[src/rtl/count_pkg.sv]
// Shared constants and state encoding for the count_gen sequencer.
package count_pkg;

    localparam int unsigned CNT_W = 8;
    localparam int unsigned SEG_W = 3;

    // Segment boundaries: first count value of each segment, plus the terminal value.
    localparam int unsigned B_RUN1   = 25;
    localparam int unsigned B_BRAKE1 = 100;
    localparam int unsigned B_RUN2   = 125;
    localparam int unsigned B_BRAKE2 = 200;
    localparam int unsigned B_STOP   = 210;
    localparam int unsigned B_MAX    = 225;

    typedef logic [CNT_W-1:0] count_t;
    typedef logic [SEG_W-1:0] seg_t;

    typedef enum logic [1:0] {
        ST_IDLE  = 2'd0,
        ST_RUN   = 2'd1,
        ST_PAUSE = 2'd2,
        ST_DONE  = 2'd3
    } state_t;

endpackage

[src/rtl/count_decode.sv]
// Phase flags on the sequence value: terminal value reached, and inside the stop region.
module count_decode
    import count_pkg::*;
(
    input  logic [CNT_W-1:0] count,
    output logic             at_end,
    output logic             in_stop
);

    assign at_end  = (count == count_t'(B_MAX));
    assign in_stop = (count >= count_t'(B_STOP));

endmodule

[src/rtl/count_gen.sv]
// Tick-driven 0..225 sequence generator with pause and segment decode.
// Optional abort-to-stop-region feature enabled by defining COUNT_GEN_ABORT_EN.
module count_gen
    import count_pkg::*;
(
    input  logic             clk,
    input  logic             rst,
    input  logic             start,
    input  logic             tick,
    input  logic             pause,
    input  logic             abort,
    output logic [CNT_W-1:0] count,
    output logic [SEG_W-1:0] seg,
    output logic             busy,
    output logic             done
);

    state_t state;
    logic   at_end;
    logic   in_stop;
    logic   abort_hit;

    count_decode u_decode (
        .count   (count),
        .at_end  (at_end),
        .in_stop (in_stop)
    );

`ifdef COUNT_GEN_ABORT_EN
    assign abort_hit = abort && !in_stop;
`else
    logic unused_cfg;
    assign abort_hit  = 1'b0;
    assign unused_cfg = ^{abort, in_stop};
`endif

    // Sequencer: abort beats pause, pause beats tick; leaving PAUSE costs one idle cycle.
    always_ff @(posedge clk) begin
        if (rst) begin
            state <= ST_IDLE;
            count <= '0;
            busy  <= 1'b0;
            done  <= 1'b0;
        end else begin
            done <= 1'b0;
            case (state)
                ST_IDLE: begin
                    count <= '0;
                    if (start) begin
                        state <= ST_RUN;
                        busy  <= 1'b1;
                    end
                end
                ST_RUN, ST_PAUSE: begin
                    if (abort_hit) begin
                        state <= ST_RUN;
                        count <= count_t'(B_STOP);
                    end else if (pause) begin
                        state <= ST_PAUSE;
                    end else if (state == ST_PAUSE) begin
                        state <= ST_RUN;
                    end else if (tick) begin
                        if (at_end) begin
                            state <= ST_DONE;
                            busy  <= 1'b0;
                            done  <= 1'b1;
                        end else begin
                            count <= count + count_t'(1);
                        end
                    end
                end
                ST_DONE: begin
                    state <= ST_IDLE;
                    count <= '0;
                end
                default: begin
                    state <= ST_IDLE;
                    count <= '0;
                    busy  <= 1'b0;
                end
            endcase
        end
    end

    // Segment index follows the registered count directly.
    always_comb begin
        seg = seg_t'(0);
        if (count >= count_t'(B_STOP)) begin
            seg = seg_t'(5);
        end else if (count >= count_t'(B_BRAKE2)) begin
            seg = seg_t'(4);
        end else if (count >= count_t'(B_RUN2)) begin
            seg = seg_t'(3);
        end else if (count >= count_t'(B_BRAKE1)) begin
            seg = seg_t'(2);
        end else if (count >= count_t'(B_RUN1)) begin
            seg = seg_t'(1);
        end
    end

endmodule

[config.mk]
export PLATFORM = sky130hd
export DESIGN_NAME = count_gen
export DESIGN_NICKNAME = d
export VERILOG_FILES = /design/src/rtl/count_pkg.sv /design/src/rtl/count_decode.sv /design/src/rtl/count_gen.sv
export SDC_FILE = /design/constraint.sdc
export NUM_CORES = 1
export LEC_CHECK = 0
export CAP_MARGIN = 25
export CELL_PAD_IN_SITES_DETAIL_PLACEMENT = 0
export CELL_PAD_IN_SITES_GLOBAL_PLACEMENT = 1
export CORE_ASPECT_RATIO = 1.4
export CORE_MARGIN = 3
export CORE_UTILIZATION = 34
export CTS_BUF_LIST = sky130_fd_sc_hd__clkbuf_8
export DETAILED_ROUTE_END_ITERATION = 16
export PLACE_DENSITY = 0.87
export SLEW_MARGIN = 20
export SYNTH_ARGS = -nofsm -noshare
export SYNTH_HDL_FRONTEND = slang
export SYNTH_SLANG_ARGS = --single-unit
[constraint.sdc]
create_clock -name clk -period 2 [get_ports clk]
set_input_delay 0.4 -clock clk [delete_from_list [all_inputs] [get_ports clk]]
set_output_delay 0.4 -clock clk [all_outputs]
set_load 0.01 [all_outputs]
* Yosys cells after proc, flatten, opt, wreduce, memory -nomap -nowiden
Cells that the tools add are included. W data, S select, Z words.
Word-level totals: register bits after elaboration 12, output and inout bits 13, word-level logic and storage cells 55
Cells by class: $add $sub $neg 1, order comparisons 5, eq/ne operators 12, multiplexer cells 23, bitwise gates (word level) 2, reductions and logical operators 8
Operators with widths (number):
- $mux W8 | 4
- $ge A8 B7 Y1 const B | 2
- $ge A8 B8 Y1 const B | 2
- $pmux W8 S2 | 1
- $mux W2 | 7
- $ne A2 B2 Y1 const B | 6
- $add A8 B1 Y8 const B | 1
- $eq A8 B8 Y1 const B | 1
- $ge A8 B5 Y1 const B | 1
- $ne A4 B4 Y1 const B | 2
- $mux W1 | 7
- $mux W3 | 2
- $pmux W2 S3 | 1
- $reduce_and A6 Y1 | 1
- $reduce_or A5 Y1 | 1
- $eq A2 B2 Y1 const B | 2
- $reduce_and A4 Y1 | 1
- $reduce_or A2 Y1 | 2
- $reduce_and A3 Y1 | 1
- $eq A2 B1 Y1 const B | 1
- $logic_not A2 Y1 | 1
- $not A1 Y1 | 2
- $pmux W1 S2 | 1
- $reduce_bool A2 Y1 | 1

* Logic depth before layout (Yosys ltp)
Gate-level depths: netlist of run 1.
depth after elaboration 6, depth in mapped cells 7, gate-level depth less buffers 6

* Cells and area by module
A second synthesis of run 1 with hierarchy kept.
Unflattened totals: cell total of the unflattened synthesis 106, area total of the unflattened synthesis 874.6 µm²
Modules (own cells, without submodules):
- count_gen | times used 1, cells each 99, area an instance 832.0 µm², sequential area each 240.2 µm²
- count_decode | times used 1, cells each 7, area an instance 42.5 µm², sequential area each 0.0 µm²

* Worst setup path before layout of run 1
No wires, ideal clock.
kind reg-to-reg, start register state[1], end register count[3], setup time 0.116 ns, arrival time 1.782 ns, path slack 0.102 ns, cell stages (with the launch flop) 8, buffers on the path 1, clock period less this slack 1.898 ns, path through dfxtp_1 -> inv_1 -> ha_1 -> clkbuf_1 -> nor4b_1 -> a221o_2 -> a21o_1 -> a31o_1
On the way: cells in the longest elaborated chain, start to end 4, elaborated cells on any way between the ends 12
Ends and longest elaborated chain:
- start: declaration | RTL line count_gen.sv:18 | state_t state;
- start signal: assignment | RTL line count_gen.sv:40 | state <= ST_IDLE;
- start signal: assignment | RTL line count_gen.sv:50 | state <= ST_RUN;
- start signal: assignment | RTL line count_gen.sv:56 | state <= ST_RUN;
- $eq A2 B2 Y1 / $eq A2 B1 Y1 (equally long branches) | RTL line count_gen.sv:46, count_gen.sv:60
- $reduce_or A2 Y1 | RTL line count_gen.sv:46 | case (state)
- $ne A2 B2 Y1 (no line)
- $reduce_and A4 Y1 (no line)
- end signal: assignment | RTL line count_gen.sv:57 | count <= count_t'(B_STOP);
- end signal: assignment | RTL line count_gen.sv:68 | count <= count + count_t'(1);
- end: declaration | RTL line count_gen.sv:12 | output logic [CNT_W-1:0] count,
Several ways; a longest one is shown, not always the timed one. A chain may end at the register's enable or synchronous reset.

* Worst setup path after layout of run 1
start register count[3], end output seg[0]
On the way: cells in the longest elaborated chain, start to end 6, elaborated cells on any way between the ends 10
Ends and longest elaborated chain:
- $ge A8 B5 Y1 | RTL line count_gen.sv:96 | end else if (count >= count_t'(B_RUN1)) begin
- $mux W1 | RTL line count_gen.sv:96
- $mux W2 | RTL line count_gen.sv:94 | end else if (count >= count_t'(B_BRAKE1)) begin
- $mux W2 | RTL line count_gen.sv:92 | end else if (count >= count_t'(B_RUN2)) begin
- $mux W3 | RTL line count_gen.sv:90 | end else if (count >= count_t'(B_BRAKE2)) begin
- $mux W3 (*) | RTL line count_gen.sv:88 | if (count >= count_t'(B_STOP)) begin
- end: declaration | RTL line count_gen.sv:13 | output logic [SEG_W-1:0] seg,
Mark *: on every way between the ends. The rest lies on a longest branch, timed or not.

==> results.ini, run 1 <==
[yosys]
yosysTopAreaCell = dfxtp_1
synthTopCellsByCount = dfxtp_1, nor2_1, ha_1, inv_1
netlist_instances = 109
ys_seq_area_frac = 0.269
ys_top_cells_by_area = dfxtp_1, ha_1, a21oi_1
synth_cell_types = 46
synth-seq-cells = 12
synth_top_area_frac = 0.269
ys.flop_type = dfxtp_1
synth_most_common_cell = dfxtp_1
syn_area_um2 = 895
ys_warn_count = 0
synth.net_count = 123
ys_async_sr_fraction = 0
synth-edff-count = 0
avgSynthCellArea_um2 = 8.21

[worst_setup_path]
cp.required_ns = 1.60
worstPathArrival_ns = 1.56
start_kind = register
critPathKind = register to output pin
endpoint_kind = output pin
cp_max_fo = 2

[clock_tree]
htreeDepth = 1
cts_tree = yes
cts_hold_buf = 0
cts.sinks = 12
path_clk_slew_ns = 0.06
cts_root_buffer = clkbuf_8
cts_buffers = 3
cts_buffer_depth = 2
post_cts_buffers = 0
clk_latency_ns = 0.25

[layout]
final_cells = 177
drive_gt1_frac = 0.294
final_core_util = 0.530
antennaDiodeCount = 0
final_net_count = 158
fillCellCount = 242
area_delta_synth_final_pct = 44.8

[power_and_ir_drop]
p_switching_mw = 0.435
internal_power_mw = 0.797
peakVddDrop_mv = 0.443
power.density_nw_per_um2 = 951
switching_share = 0.353
power_frac_seq = 0.236
combPwrFrac = 0.538
power_frac_clock = 0.226
p_leak_nw = 0.533

[route]
dr.pass1.iters = 4
drc = 0
dr_total_vias = 971
ant_nets = 0
drtIter0Drc = 24
viasPerCell = 5.49
wl_per_cell_um = 14.2
wl_um = 2520

[placement]
preCtsSetupSlack_ns = -0.207
dp.cells = 173
place.gp.congestion = 0.812
portBuffers = 17
place_hpwl_um = 1850

[sta]
timing.final.max_slew_violations = 0
worst_slack_ns = 0.0401
setup_viol = 0
setup-tns-final_ns = 0
skew_ns = 0.00631
timing.fmax_mhz = 510
timing.slew.headroom = 0.788
worst_pin_slew_ns = 0.316
rsz0062_at_grt = yes
min_period_over_period = 0.980
fin_crit_ns = 1.96
finalHoldViolCount = 0

[die]
dieArea_um2 = 3290
die_w_um = 49.4
initial_core_util = 0.366
dieHeight_um = 66.7
rows = 21
coreArea_um2 = 2440
io_pins = 19

[grt]
antenna_found_initial = 0
grt_usage = 0.173
grt_max_degree = 11
grt_pass1_wl_um = 4430
grt_pass1_vias = 1011
overflow = 0

[run_status]
outcome = completed

[hold_path]
min_path_type = register to register

[flow_run]
drv_cap = 0

cell families after synthesis:
kind of cell / count (synthesis) / synth area share
flops: 12 / 0.269
fa+ha+maj: 8 / 0.112
buf+inv: 14 / 0.0713
simple gates: 43 / 0.281
mux: 2 / 0.0238
compound gates: 30 / 0.243
metal layers:
| metal | global-route usage | share of wire | wire length (um) | up-vias |
|---|---|---|---|---|
| met5 | 0 | 0 | 0 | - |
| met4 | 0.0996 | 0.016 | 40 | 0 |
| met3 | 0.0313 | 0.031 | 79 | 4 |
| met2 | 0.305 | 0.51 | 1280 | 24 |
| met1 | 0.193 | 0.44 | 1120 | 471 |
| li1 | - | - | - | 472 |
path summary, 6_finish.rpt:
path / start / to / slack [ns] / cells after the start
worst min-delay path: busy$_SDFFE_PP0P_ / busy$_SDFFE_PP0P_ / 0.55 / 2
worst min register to register: busy$_SDFFE_PP0P_ / busy$_SDFFE_PP0P_ / 0.55 / 2
worst max-delay path: count[3]$_SDFFE_PP0P_ / seg[0] / 0.04 / 5
worst max register to register: count[1]$_SDFFE_PP0P_ / count[1]$_SDFFE_PP0P_ / 0.17 / 8
cell usage in the layout, fill, tap and decap left out, types with 2 or more instances in the layout:
cell             count
inv_1                6
ha_2                 2
a311oi_1             2
nand2b_1             3
o32ai_1              2
clkbuf_8             4
dfxtp_1              9
a31oi_1              3
nor3b_1              2
buf_4               19
and3_1               2
nor2_1               9
ha_1                 5
or2_2                2
nand2_1              7
o31ai_1              3
clkdlybuf4s50_1     14
dlygate4sd2_1        2
nand3_1              2
nor3_1               3
nor2b_1              2
a21oi_1              7
dfxtp_2              3
inv_2                2
worst max-delay path, cell delays in order (launching register included):
cell	delay (ns)
dfxtp_2	0.32
or4b_4	0.53
o22ai_2	0.10
nand4b_1	0.10
o31a_1	0.12
buf_2	0.14
per-stage QoR:
stage	area [um2]	total power [mW]	hold slack, ns
floorplan	895	0.670	0.509
global placement	1220	0.888	0.541
detailed placement	1220	0.905	0.548
CTS	1270	1.19	0.555
global route	1290	1.33	0.578
finish	1290	1.23	0.547
repair_timing:
action,CTS,global route
pin swaps,1,6
gates cloned,0,0
endpoints found under the setup margin,3,7
resized for setup,10,9
endpoints found under the hold margin,0,0
power groups by stage:
| stage | registers (mW) | clock network (mW) | logic (mW) |
|---|---|---|---|
| global route | 0.296 | 0.300 | 0.731 |
| floorplan | 0.304 | 0 | 0.366 |
| CTS | 0.290 | 0.282 | 0.618 |
| global placement | 0.293 | 0 | 0.596 |
| finish | 0.290 | 0.278 | 0.663 |
| detailed placement | 0.295 | 0 | 0.610 |
flip-flops by register name, summed over array words and instances (netlist names):
| name | count |
|---|---|
| state | 2 |
| done | 1 |
| busy | 1 |
| count | 8 |
layout make-up:
class | count | area [um2] | area share
Multi-Input combinational cell | 83 | 618 | 0.477
Timing Repair Buffer | 36 | 305 | 0.236
Sequential cell | 12 | 244 | 0.188
Clock buffer | 4 | 55.1 | 0.0425
Tap cell | 34 | 42.5 | 0.0329
Inverter | 8 | 30.0 | 0.0232
(Power assumes the default switching activity.)
==> run 2: changes to the inputs <==
--- a/config.mk
+++ b/config.mk
@@ -10,10 +10,10 @@
 export CELL_PAD_IN_SITES_GLOBAL_PLACEMENT = 1
 export CORE_ASPECT_RATIO = 1.4
 export CORE_MARGIN = 3
-export CORE_UTILIZATION = 34
+export CORE_UTILIZATION = 35
 export CTS_BUF_LIST = sky130_fd_sc_hd__clkbuf_8
 export DETAILED_ROUTE_END_ITERATION = 16
-export PLACE_DENSITY = 0.87
+export PLACE_DENSITY = 0.86
 export SLEW_MARGIN = 20
 export SYNTH_ARGS = -nofsm -noshare
 export SYNTH_HDL_FRONTEND = slang
==> constraint.sdc (replaced) <==
create_clock -name clk -period 2.47 [get_ports clk]
set_input_delay 0.494 -clock clk [delete_from_list [all_inputs] [get_ports clk]]
set_output_delay 0.494 -clock clk [all_outputs]
set_load 0.01 [all_outputs]
==> results.ini, run 2 (synthesized netlist as in run 1, its figures left out) <==
[run_status]
outcome = completed

[layout]
multiInputGateArea_um2 = 591  ; -4.5%
fin_area_um2 = 1160  ; -11%
top_register = count
largest_reg_flops = 8  ; unchanged
final_cell_mix = clkdlybuf4s50_1, dfxtp_1, nor2_1, inv_1, ha_1
antennaDiodeCount = 0  ; unchanged
drive_gt1_frac = 0.140  ; -0.154
area_delta_synth_final_pct = 29.5
final_common_cell = clkdlybuf4s50_1
fillCellCount = 245  ; +1.2%
largestRegisters = count: 8 flops, state: 2 flops
final_net_count = 145  ; -8.2%
register_area_um2 = 240  ; -1.5%

[worst_setup_path]
r2r-end = count[7]$_SDFFE_PP0P_
crit_end = seg[0]
r2r_cells = 6  ; -2
worstPathArrival_ns = 1.88  ; +0.32 ns
regToRegStartpoint = state[1]$_SDFFE_PP0P_
critPathKind = register to output pin
slowest_delay_ns = 0.68  ; +0.15 ns
endpoint_kind = output pin
slowest_stage = or4b_2
cp.required_ns = 1.98  ; +0.38 ns
reg2reg_slack_ns = 0.37  ; +0.20 ns
cp_max_fo = 3  ; +1
start_kind = register
crit_path_start = count[1]$_SDFFE_PP0P_
crit_chain = or4b_2, o22ai_1, nand4b_1, o31a_1, dlygate4sd2_1

[clock_tree]
cts_tree = yes
path_clk_slew_ns = 0.05  ; about the same
cts_buffers = 3  ; unchanged
clk_latency_ns = 0.24  ; about the same
htreeDepth = 1  ; unchanged
post_cts_buffers = 0  ; unchanged
cts_root_buffer = clkbuf_8
cts.sinks = 12  ; unchanged
cts_buffer_depth = 2  ; unchanged

[grt]
grt_usage = 0.146  ; -0.0270
grt_max_degree = 12  ; +1
grt_pass1_vias = 858  ; -15%
antenna_found_initial = 0  ; unchanged
overflow = 0  ; unchanged
grt_pass1_wl_um = 3710  ; -16%

[placement]
place_hpwl_um = 1620  ; -13%
place.gp.congestion = 0.779  ; -4.0%
placed_area_um2 = 1120  ; -8.0%
portBuffers = 17  ; unchanged
preCtsSetupSlack_ns = 0.140  ; +0.347 ns

[power_and_ir_drop]
power_frac_seq = 0.295  ; +0.059
power_frac_clock = 0.213  ; -0.013
p_switching_mw = 0.309  ; -29%
power.density_nw_per_um2 = 708  ; -26%
internal_power_mw = 0.511  ; -36%
p_leak_nw = 0.447  ; -16%
switching_share = 0.377  ; +0.0244
combPwrFrac = 0.492  ; -0.046
peakVddDrop_mv = 0.325  ; -27%

[die]
die_w_um = 48.7  ; -1.3%
dieHeight_um = 65.8  ; -1.3%
rows = 21  ; unchanged
io_pins = 19  ; unchanged
coreArea_um2 = 2420  ; -1.1%
initial_core_util = 0.370  ; +0.00398
dieArea_um2 = 3210  ; -2.6%

[sta]
worst_pin_slew_ns = 0.368  ; +0.0519 ns
timing.slew.headroom = 0.755  ; -0.0332
finalHoldViolCount = 0  ; unchanged
rsz0062_at_grt = no
fin_crit_ns = 2.38
setup-tns-final_ns = 0  ; unchanged
min_period_over_period = 0.962
worst_slack_ns = 0.0932  ; +0.0530 ns
timing.fmax_mhz = 421
skew_ns = 0.00514  ; -0.00117 ns
timing.final.max_slew_violations = 0  ; unchanged
setup_viol = 0  ; unchanged

[route]
drtIter0Drc = 27  ; +13%
dr_total_vias = 888  ; -8.5%
drc = 0  ; unchanged
dr.pass1.iters = 3  ; -1
wl_um = 2220  ; -12%
ant_nets = 0  ; unchanged
viasPerCell = 5.45  ; -0.69%
wl_per_cell_um = 13.6  ; -4.2%

[hold_path]
min_path_type = register to register

[flow_run]
drv_cap = 0  ; unchanged

## run 2: worst max-delay path, delay by kind of cell, from the launching register on
kind                   cells  cell delay, ns
AOI/OAI and AO/OA          2            0.25
buffers and inverters      1            0.28
DFF                        1            0.32
and+or+nand+nor            2            0.79
## run 2: final cells by class
type	count	share of cell area
Multi-Input combinational cell	83	0.510
Sequential cell	12	0.207
Timing Repair Buffer	23	0.185
Tap cell	34	0.0367
Clock buffer	3	0.0356
Inverter	8	0.0259
## run 2: power groups by stage
stage	registers (mW)	clock network, mW	logic [mW]
global route	0.247	0.189	0.444
finish	0.242	0.175	0.403
detailed placement	0.247	0	0.404
floorplan	0.246	0	0.296
CTS	0.243	0.181	0.407
global placement	0.245	0	0.388
## run 2: metal layers
metal,track usage,up-vias,wire [um]
met2,0.260,18,1100
met5,0,-,0
met4,0.0747,0,23
met3,0.0248,2,79
met1,0.166,422,1010
li1,-,446,-
## run 2: through the flow
step / cells / total power, mW / util / hold slack [ns]
after floorplan: 109 / 0.542 / - / 0.509
after global placement: 160 / 0.633 / 0.463 / 0.537
after detailed placement: 160 / 0.651 / 0.463 / 0.544
after CTS: 163 / 0.830 / 0.479 / 0.551
after global routing: 163 / 0.880 / 0.479 / 0.578
final: 163 / 0.820 / 0.479 / 0.546
## run 2: worst min-delay path by stage
stage                                startpoint               endpoint  cells after the start
after floorplan           state[0]$_SDFFE_PP0P_  state[0]$_SDFFE_PP0P_                      2
after global placement    state[0]$_SDFFE_PP0P_  state[0]$_SDFFE_PP0P_                      2
after detailed placement      busy$_SDFFE_PP0P_      busy$_SDFFE_PP0P_                      2
after CTS                     busy$_SDFFE_PP0P_      busy$_SDFFE_PP0P_                      2
after global routing      state[0]$_SDFFE_PP0P_  state[0]$_SDFFE_PP0P_                      2
final                         busy$_SDFFE_PP0P_      busy$_SDFFE_PP0P_                      2
## run 2: what timing repair did
item | CTS | global route
hold buffers | 0 | 0
gates resized for setup | 2 | 0
endpoints found under the setup margin | 1 | 0
==> run 3: changes to the inputs <==
--- a/config.mk
+++ b/config.mk
@@ -5,6 +5,7 @@
 export SDC_FILE = /design/constraint.sdc
 export NUM_CORES = 1
 export LEC_CHECK = 0
+export ABC_AREA = 1
 export CAP_MARGIN = 25
 export CELL_PAD_IN_SITES_DETAIL_PLACEMENT = 0
 export CELL_PAD_IN_SITES_GLOBAL_PLACEMENT = 1
@@ -13,7 +14,8 @@
 export CORE_UTILIZATION = 35
 export CTS_BUF_LIST = sky130_fd_sc_hd__clkbuf_8
 export DETAILED_ROUTE_END_ITERATION = 16
-export PLACE_DENSITY = 0.86
+export MAX_ROUTING_LAYER = met4
+export PLACE_DENSITY = 0.88
 export SLEW_MARGIN = 20
 export SYNTH_ARGS = -nofsm -noshare
 export SYNTH_HDL_FRONTEND = slang
==> results.ini, run 3 <==
[sta]
fin_crit_ns = 2.28  ; -0.100 ns
min_period_over_period = 0.922  ; -0.0405
finalHoldViolCount = 0  ; unchanged
worst_pin_slew_ns = 0.380  ; +0.0121 ns
timing.final.max_slew_violations = 0  ; unchanged
rsz0062_at_grt = no
setup_viol = 0  ; unchanged
timing.slew.headroom = 0.746  ; -0.00839
worst_hold_slack_ns = 0.477  ; -0.0693 ns
setup-tns-final_ns = 0  ; unchanged
skew_ns = 0.00267  ; -0.00247 ns
timing.fmax_mhz = 439  ; +4.4%

[route]
drc = 0  ; unchanged
ant_nets = 0  ; unchanged
viasPerCell = 4.77  ; -13%
wl_per_cell_um = 11.2  ; -18%
wl_um = 2300  ; +3.5%
dr_total_vias = 977  ; +10%
dr.pass1.iters = 4  ; +1
drtIter0Drc = 14  ; -48%

[grt]
grt_pass1_wl_um = 4110  ; +11%
grt_max_degree = 11  ; -1
grt_pass1_vias = 960  ; +12%
grt_usage = 0.152  ; +0.00545
antenna_found_initial = 0  ; unchanged
overflow = 0  ; unchanged

[clock_tree]
cts_root_buffer = clkbuf_8
cts_buffers = 3  ; unchanged
cts_buffer_depth = 2  ; unchanged
htreeDepth = 1  ; unchanged
post_cts_buffers = 0  ; unchanged
cts.sinks = 12  ; unchanged
clk_latency_ns = 0.24  ; about the same
cts_tree = yes
path_clk_slew_ns = 0.05  ; about the same

[layout]
antennaDiodeCount = 0  ; unchanged
largest_reg_flops = 8  ; unchanged
top_register = count
fillCellCount = 293  ; +20%
final_net_count = 184  ; +27%
area_delta_synth_final_pct = 26.6
final_common_cell = nand2_1
largestRegisters = count: 8 flops, state: 2 flops
drive_gt1_frac = 0.154  ; +0.0143
final_cell_mix = nand2_1, nor2_1, inv_1, nand3_1, clkdlybuf4s50_1
final_core_util = 0.475  ; -0.00460

[yosys]
ys_async_sr_fraction = 0  ; unchanged
netlist_instances = 149  ; +37%
syn_area_um2 = 1000  ; +12%
ys_seq_area_frac = 0.240  ; -0.0285
ys.flop_type = dfxtp_1
synth-seq-cells = 12  ; unchanged
yosysTopAreaCell = dfxtp_1
ys_top_cells_by_area = dfxtp_1, nand2_1, ha_1
synth-edff-count = 0  ; unchanged
synthTopCellsByCount = nand2_1, nor2_1, inv_1, nand3_1, dfxtp_1
synth_most_common_cell = nand2_1
synth_top_area_frac = 0.240  ; -0.0285
synth_cell_types = 27  ; -41%
ys_warn_count = 0  ; unchanged
avgSynthCellArea_um2 = 6.72  ; -18%
synth.net_count = 163  ; +33%

[worst_setup_path]
cp_max_fo = 9  ; +6
critPathKind = register to output pin
cp.required_ns = 1.98  ; about the same
start_kind = register
slowest_delay_ns = 0.55  ; -0.13 ns
slowest_stage = dfxtp_1
endpoint_kind = output pin
crit_chain = inv_1, nor2_1, nand4_1, a21oi_1, clkdlybuf4s50_1
worstPathArrival_ns = 1.78  ; -0.10 ns

[power_and_ir_drop]
p_leak_nw = 0.609  ; +36%
peakVddDrop_mv = 0.555  ; +71%
fin_total_pwr_mw = 0.996  ; +21%
power.density_nw_per_um2 = 786  ; +11%

[placement]
place.gp.congestion = 0.857  ; +10%
place_hpwl_um = 1880  ; +16%
portBuffers = 17  ; unchanged

[die]
rows = 22  ; +4.8%
die_w_um = 51.2  ; +5.1%
initial_core_util = 0.375  ; +0.00480
coreArea_um2 = 2670  ; +10%
io_pins = 19  ; unchanged
dieArea_um2 = 3550  ; +11%
dieHeight_um = 69.3  ; +5.2%

[hold_path]
min_path_type = register to register

[run_status]
outcome = completed

[flow_run]
drv_cap = 0  ; unchanged

-- run 3: changes by cell type after synthesis, sizes merged, moves of 5 or more --
cell / delta
inv: +13
nand2: +30
o21ai: +5
a21oi: +6
nor2: +12
nand3: +15
nand4: +6
-- run 3: final cells by class --
type	count	area, um2	area share
inverter	21	78.8	0.0622
sequential	12	243	0.192
timing repair buffer	19	188	0.148
multi-input combinational	113	658	0.519
clock buffer	4	55.1	0.0434
tap	36	45.0	0.0355
-- run 3: through the flow --
step	std cells	cell area (um2)	worst slack, ns
floorplan	149	1000	0.649
global placement	201	1210	0.277
detailed placement	201	1210	0.245
CTS	205	1260	0.00680
global route	205	1270	0.0759
finish	205	1270	0.193
-- run 3: cell families after synthesis --
group           Yosys count  share of synthesized area
compound gates           21                      0.121
flops                    12                      0.240
fa+ha+maj                 8                      0.100
simple gates             84                      0.436
buf+inv                  24                      0.102
-- run 3: metal layers --
metal / routed length (um) / global-route usage
met1: 950 / 0.164
met2: 1220 / 0.260
met3: 70 / 0.0215
met4: 54 / 0.0778
met5: 0 / -
-- run 3: repair_timing --
item / CTS / global route
setup endpoints to repair: 1 / 1
hold buffers: 0 / 0
resized for setup: 1 / 2
-- run 3: report_power, final --
| part | switching, mW | internal (mW) | leakage, nW | total, mW |
|---|---|---|---|---|
| sequential | 0.0339 | 0.227 | 0.0984 | 0.261 |
| combinational | 0.326 | 0.192 | 0.482 | 0.518 |
| clock | 0.0761 | 0.141 | 0.0288 | 0.217 |
| total | 0.436 | 0.560 | 0.609 | 0.996 |
-- run 3: path summary, 6_finish.rpt --
kind                          from                     to  slack, ns  depth (start not counted)
max          count[6]$_SDFFE_PP0P_                 seg[1]       0.19                          5
max reg2reg  state[0]$_SDFFE_PP0P_  count[5]$_SDFFE_PP0P_       0.75                          8
min              busy$_SDFFE_PP0P_      busy$_SDFFE_PP0P_       0.48                          2
min reg2reg      busy$_SDFFE_PP0P_      busy$_SDFFE_PP0P_       0.48                          2
-- run 3: critical path: cells and delay by family (launching register included) --
kind            cells  cell delay, ns
compound gates      1            0.14
buf+inv             2            0.65
flops               1            0.55
simple gates        2            0.19
